--- src/rtl/countdown_timer_if.sv ---
`default_nettype none
// ============================================================================
// Module      : countdown_timer_if
// Description : Control and status bundle for the countdown timer.
//               The master side drives start/hold/bonus and observes the
//               remaining-time and state outputs; the slave is the timer.
// Revision    : 1.0  initial release
// ============================================================================
interface countdown_timer_if;
    logic       start;
    logic       hold;
    logic       bonus;
    logic [9:0] time_remaining;
    logic [1:0] seconds_left;
    logic       running;
    logic       expired;

    modport master (
        output start,
        output hold,
        output bonus,
        input  time_remaining,
        input  seconds_left,
        input  running,
        input  expired
    );

    modport slave (
        input  start,
        input  hold,
        input  bonus,
        output time_remaining,
        output seconds_left,
        output running,
        output expired
    );
endinterface
`default_nettype wire

--- src/rtl/countdown_timer.sv ---
`default_nettype none
// ============================================================================
// Module      : countdown_timer
// Description : Tick-based countdown timer with pause, saturating bonus and
//               restart. A prescaler divides clk into ticks; each tick in RUN
//               removes one unit of remaining time until it reaches zero.
// Revision    : 1.0  initial release
// ============================================================================
module countdown_timer #(
    parameter int CLK_DIV   = 100000,
    parameter int INIT_TIME = 750,
    parameter int BONUS     = 250
) (
    input  wire logic          clk,
    input  wire logic          rst,
    countdown_timer_if.slave   bus
);

    typedef enum logic [1:0] {
        ST_IDLE    = 2'd0,
        ST_RUN     = 2'd1,
        ST_PAUSE   = 2'd2,
        ST_EXPIRED = 2'd3
    } state_t;

    // A divider of 1 still needs a one-bit counter to stay legal.
    localparam int                 c_PRE_W   = (CLK_DIV > 1) ? $clog2(CLK_DIV) : 1;
    localparam logic [c_PRE_W-1:0] c_PRE_MAX = c_PRE_W'(CLK_DIV - 1);
    localparam logic [9:0]         c_INIT    = 10'(INIT_TIME);
    localparam logic [10:0]        c_BONUS   = 11'(BONUS);
    localparam logic [10:0]        c_MAX     = 11'd1023;

    state_t             state_q,   state_d;
    logic [c_PRE_W-1:0] pre_q,     pre_d;
    logic [9:0]         remain_q,  remain_d;
    logic               running_q, running_d;
    logic               expired_q, expired_d;

    logic               tick;
    logic [9:0]         base;
    logic [10:0]        sum;

    // Next-state, prescaler and remaining-time computation.
    always_comb begin
        state_d  = state_q;
        pre_d    = pre_q;
        remain_d = remain_q;
        tick     = 1'b0;
        base     = remain_q;
        sum      = {1'b0, remain_q};

        if (bus.start) begin
            // Restart wins over everything; hold is looked at again next cycle.
            state_d  = ST_RUN;
            pre_d    = '0;
            remain_d = c_INIT;
        end else begin
            case (state_q)
                ST_IDLE: begin
                    pre_d    = '0;
                    remain_d = c_INIT;
                end
                ST_RUN: begin
                    if (bus.hold) begin
                        // Freeze everything, including bonus, on the hold edge.
                        state_d = ST_PAUSE;
                    end else begin
                        tick  = (pre_q == c_PRE_MAX);
                        pre_d = tick ? '0 : pre_q + 1'b1;
                        // Remaining time is at least 1 in RUN, so no underflow.
                        base  = tick ? remain_q - 10'd1 : remain_q;
                        sum   = {1'b0, base} + (bus.bonus ? c_BONUS : 11'd0);
                        remain_d = (sum > c_MAX) ? 10'd1023 : sum[9:0];
                        // A coincident bonus always leaves time on the clock.
                        if (tick && !bus.bonus && (base == 10'd0)) begin
                            state_d = ST_EXPIRED;
                        end
                    end
                end
                ST_PAUSE: begin
                    sum      = {1'b0, remain_q} + (bus.bonus ? c_BONUS : 11'd0);
                    remain_d = (sum > c_MAX) ? 10'd1023 : sum[9:0];
                    if (!bus.hold) begin
                        state_d = ST_RUN;
                    end
                end
                ST_EXPIRED: begin
                    remain_d = 10'd0;
                end
                default: begin
                    state_d = ST_IDLE;
                end
            endcase
        end

        running_d = (state_d == ST_RUN);
        expired_d = (state_d == ST_EXPIRED);
    end

    // State and datapath registers with asynchronous reset.
    always_ff @(posedge clk or posedge rst) begin
        if (rst) begin
            state_q   <= ST_IDLE;
            pre_q     <= '0;
            remain_q  <= c_INIT;
            running_q <= 1'b0;
            expired_q <= 1'b0;
        end else begin
            state_q   <= state_d;
            pre_q     <= pre_d;
            remain_q  <= remain_d;
            running_q <= running_d;
            expired_q <= expired_d;
        end
    end

    // Coarse seconds indicator decoded straight from the registered count.
    always_comb begin
        if (remain_q > 10'd500) begin
            bus.seconds_left = 2'd3;
        end else if (remain_q > 10'd250) begin
            bus.seconds_left = 2'd2;
        end else if (remain_q > 10'd0) begin
            bus.seconds_left = 2'd1;
        end else begin
            bus.seconds_left = 2'd0;
        end
    end

    assign bus.time_remaining = remain_q;
    assign bus.running        = running_q;
    assign bus.expired        = expired_q;

endmodule
`default_nettype wire

--- src/flat_wrapper.sv ---
// flat-port wrapper written by rule: the top's interface ports become plain ports
module countdown_timer_flat 
#(
    parameter int CLK_DIV   = 100000,
    parameter int INIT_TIME = 750,
    parameter int BONUS     = 250
)
  (clk, rst, bus_start, bus_hold, bus_bonus, bus_time_remaining, bus_seconds_left, bus_running, bus_expired);
  countdown_timer_if bus_i ();
  input  wire logic clk;
  input  wire logic rst;
  input wire logic [$bits(bus_i.start)-1:0] bus_start;
  input wire logic [$bits(bus_i.hold)-1:0] bus_hold;
  input wire logic [$bits(bus_i.bonus)-1:0] bus_bonus;
  output wire logic [$bits(bus_i.time_remaining)-1:0] bus_time_remaining;
  output wire logic [$bits(bus_i.seconds_left)-1:0] bus_seconds_left;
  output wire logic [$bits(bus_i.running)-1:0] bus_running;
  output wire logic [$bits(bus_i.expired)-1:0] bus_expired;
  assign bus_i.start = bus_start;
  assign bus_i.hold = bus_hold;
  assign bus_i.bonus = bus_bonus;
  assign bus_time_remaining = bus_i.time_remaining;
  assign bus_seconds_left = bus_i.seconds_left;
  assign bus_running = bus_i.running;
  assign bus_expired = bus_i.expired;
  countdown_timer #(.CLK_DIV(CLK_DIV), .INIT_TIME(INIT_TIME), .BONUS(BONUS)) u_core (.clk(clk), .rst(rst), .bus(bus_i));
endmodule
--- config.mk ---
export PLATFORM = sky130hd
export DESIGN_NAME = countdown_timer_flat
export DESIGN_NICKNAME = d
export VERILOG_FILES = /design/src/rtl/countdown_timer_if.sv /design/src/rtl/countdown_timer.sv /design/src/flat_wrapper.sv
export SDC_FILE = /design/constraint.sdc
export NUM_CORES = 1
export LEC_CHECK = 0
export CAP_MARGIN = 5
export CELL_PAD_IN_SITES_DETAIL_PLACEMENT = 0
export CELL_PAD_IN_SITES_GLOBAL_PLACEMENT = 1
export CORE_UTILIZATION = 33
export CTS_BUF_LIST = sky130_fd_sc_hd__clkbuf_8 sky130_fd_sc_hd__clkbuf_16
export DETAILED_ROUTE_END_ITERATION = 10
export GPL_TIMING_DRIVEN = 0
export PLACE_DENSITY_LB_ADDON = 0.12
export SETUP_SLACK_MARGIN = 0.05
export SLEW_MARGIN = 0
export SYNTH_ARGS = -nofsm -noshare
export SYNTH_HDL_FRONTEND = slang
export SYNTH_SLANG_ARGS = --single-unit
export TNS_END_PERCENT = 50
--- constraint.sdc ---
create_clock -name clk -period 4.45 [get_ports clk]
set_input_delay 0.89 -clock clk [delete_from_list [all_inputs] [get_ports clk]]
set_output_delay 0.89 -clock clk [all_outputs]
set_load 0.02 [all_outputs]
==> impl_metrics.yaml <==
synth:
  ys_types: 67
  synth-edff-count: 0
  synth_top_family_by_area: "simple AND/OR/NAND/NOR gates"
  synth_compound_area_share_pct: 20.43
  synthMuxAreaShare_pct: 0.3705
  synth_xor_area_share_pct: 9.032
  syn-cell-area_sq_um: 2701
  synth_adder_area_share_pct: 9.727
  synth_nets: 353
  synth.most_common_cell: "nor2_1"
  syn_inst: 327
  netlist_top_cells_area: "dfrtp_1 (22%), ha_1 (9.7%), dfstp_2 (6.8%), nor2_1 (5.7%), a21oi_1 (5.2%)"
  ys.flop_type: "dfrtp_1"
  avgSynthCellArea_sq_um: 8.261
  yosys.area.top_type: "dfrtp_1"
  yosysWarnings: 0
  synth_top_area_share_pct: 22.23
  synthArstFlopShare_pct: 100.0
  yosysSeqAreaShare_pct: 29.04
  ys_seq_elements: 31
  yosys.area_share.simple_pct: 26.96
  synth_common_cells: "nor2_1 (41), a21oi_1 (28), o21ai_0 (26), dfrtp_1 (24), nand2_1 (24)"
global_route:
  grt_usage_pct: 17.88
  grt_overflow: 0
  antenna_found_initial: 0
  grt_max_degree: 32
  grt_pass1_wl_um: 12110
  grt_pass1_vias: 2381
floorplan:
  pin_count: 19
  core_area_sq_um: 7807
  fp-row-count: 32
  die_area_sq_um: 8552
  start_util_pct: 34.60
  die_w_um: 92.48
  floorplan.die.height_um: 92.48
worst_setup_path:
  critPathMaxFanout: 8
  max_stage_delay_ps: 590
  cp-start-kind: "flop"
  r2r_setup_slack_ps: 830
  crit_chain: "nor4bb_1, and4_2, buf_6, nand2_1, nor2_1, xor2_1, ha_1, nand3_1, o21ba_2, nor2b_1, nor3_1, nor4_2, o21ai_0, a21oi_1"
  rr_startpoint: "u_core.pre_q[13]$_DFFE_PP0P_"
  reg2reg_to: "u_core.bus.time_remaining[3]$_DFFE_PP1P_"
  cp_top_family: "simple AND/OR/NAND/NOR gates"
  crit_arrival_ps: 3850
  required_ps: 4680
  end_kind: "flop"
  worstSetupPathType: "reg -> reg"
  crit_slowest_cell: "nor4_2"
  critPathBufInv: 1
  reg2regPathDepth: 14
detailed_routing:
  drc: 0
  drt-pass1-iter-count: 4
  postRouteAntennaNets: 0
  drt-total-wl_um: 7046
  avgViaCountPerCell: 5.346
  vias: 2438
  drtIter0Drc: 59
  post_drt_wl_per_cell_um: 15.45
power:
  power_frac_clock_pct: 17.2
  peakVddDrop_mv: 0.1666
  combinationalPowerShare_pct: 58.0
  power_density_nw_per_um2: 542.9
  sw_frac_of_total_pct: 44.79
  p_int_uw: 945.4
  seq_power_share_pct: 24.8
  leakage_uw: 0.001256
  switchingPower_uw: 767.0
finish:
  diodes: 0
  syn_to_final_growth_pct: 16.77
  stdcell_count: 456
  nNetsFinal: 379
  fin_util_pct: 40.40
  drive_gt1_share_pct: 9.605
timing:
  report.final.slew_viol_count: 0
  layout_min_cycle_time_ps: 3623
  setup_viol: 0
  hold_ws_ps: 516.9
  tns_ps: 0
  slew_headroom_pct: 58.27
  tightest_slew_ps: 620.8
  hold_viol: 0
  fmax_mhz: 276.0
  rsz0062_at_grt: "no"
  skew_ps: 11.56
  period_share_pct: 81.41
  fin_ws_ps: 827.1
min_path:
  hold_end: "u_core.pre_q[15]$_DFFE_PP0P_"
  worstHoldStart: "u_core.pre_q[15]$_DFFE_PP0P_"
  hold_depth: 1
  min-delay-path-class: "reg -> reg"
run_status:
  status: "completed"
clock_network:
  cts_max_path_buffers: 2
  htree_levels: 2
  hold_buffers: 0
  clk_pin_slew_ps: 70
  ctsResizeCount: 0
  cts_tree: "built"
  postCtsSetupBuffers: 0
  cts_inserted_buffers: 5
  cts_root_buf: "clkbuf_8"
  clk_latency_ps: 290
  cts.sinks: 31
job:
  drv_cap: 0
placed_design:
  pre_cts_ws_ps: 553.9
  port_buffers: 18
  gp_congestion: 0.7591
  dp_hpwl_um: 5392
  place_inst: 447
-- metrics by stage --
stage,area [sq um],total power [uW]
after floorplan,2701,1125
after global placement,3009,1424
after detailed placement,3009,1425
after CTS,3127,1727
after global routing,3154,1860
final,3154,1712
-- worst register-to-register path, stage by stage, from the launching register on --
cell and delay, ps:
dfrtp_1 460, nor4bb_1 400, and4_2 290, buf_6 140, nand2_1 90, nor2_1 130, xor2_1 90, ha_1 360
nand3_1 120, o21ba_2 240, nor2b_1 160, nor3_1 110, nor4_2 590, o21ai_0 210, a21oi_1 180
-- cell type report --
type | count | area (sq um)
timing repair buffer | 19 | 207.7
buffer | 12 | 71.32
tap | 102 | 127.6
clock inverter | 2 | 35.03
sequential | 31 | 784.5
multi-input combinational | 271 | 1797
clock buffer | 6 | 82.58
inverter | 13 | 48.80
fill | 822 | 4653
-- per-layer routing --
metal | global-route usage, % | share of wire (%)
met3 | 2.791 | 2.4
met5 | 0 | 0
met4 | 5.078 | 1.5
met2 | 30.74 | 49
met1 | 23.02 | 47
-- power groups by stage --
stage / combinational (uW) / clock [uW] / sequential (uW)
floorplan: 666 / 0 / 458
global placement: 995 / 0 / 430
detailed placement: 993 / 0 / 432
CTS: 998 / 303 / 426
global route: 1110 / 314 / 434
finish: 993 / 295 / 424
-- state kept, by name, summed over array words and instances, names as in the netlist --
name,cells
u_core.state_q,2
u_core.bus.expired,1
u_core.pre_q,17
u_core.bus.running,1
u_core.bus.time_remaining,10
-- how the worst max path moves through the flow --
stage	start	cells past startpoint	endpoint	slack (ps)
2_1_floorplan	u_core.pre_q[0]$_DFFE_PP0P_	15	u_core.bus.time_remaining[4]$_DFFE_PP0P_	1350
3_3_place_gp	bus_bonus	9	u_core.bus.time_remaining[7]$_DFFE_PP1P_	540
3_5_place_dp	bus_bonus	9	u_core.bus.time_remaining[4]$_DFFE_PP0P_	550
4_1_cts	u_core.pre_q[13]$_DFFE_PP0P_	14	u_core.bus.time_remaining[7]$_DFFE_PP1P_	790
5_1_grt	u_core.pre_q[13]$_DFFE_PP0P_	14	u_core.bus.time_remaining[7]$_DFFE_PP1P_	410
6_report	u_core.pre_q[13]$_DFFE_PP0P_	14	u_core.bus.time_remaining[3]$_DFFE_PP1P_	830
-- cells in the final DEF, fill, tap and decap left out, types with 2 or more instances in the layout --
cell,n
a211oi_1,2
a21o_1,2
a21oi_1,28
a221oi_1,3
a22oi_1,4
a31oi_1,3
and3_1,3
and4_1,2
buf_6,3
clkbuf_1,7
clkbuf_8,6
clkdlybuf4s50_1,18
dfrtp_1,24
dfstp_2,7
ha_1,21
inv_1,12
nand2_1,24
nand2b_1,5
nand3_1,10
nand3b_1,3
nand4_1,3
nand4b_1,2
nor2_1,41
nor2b_1,5
nor3_1,10
o211ai_1,2
o21ai_0,26
o31a_1,2
or2_2,3
or3_1,6
xnor2_1,13
xor2_1,13
-- cells by family (layout without fill, tap and decap cells) --
group	after synthesis	after routing
mux	1	1
fa+ha+maj	21	21
xor+xnor	27	27
flops	31	31
buf+inv	25	52
simple gates	133	133
compound gates	89	89
Note: power is estimated with default switching activity, not from simulation.
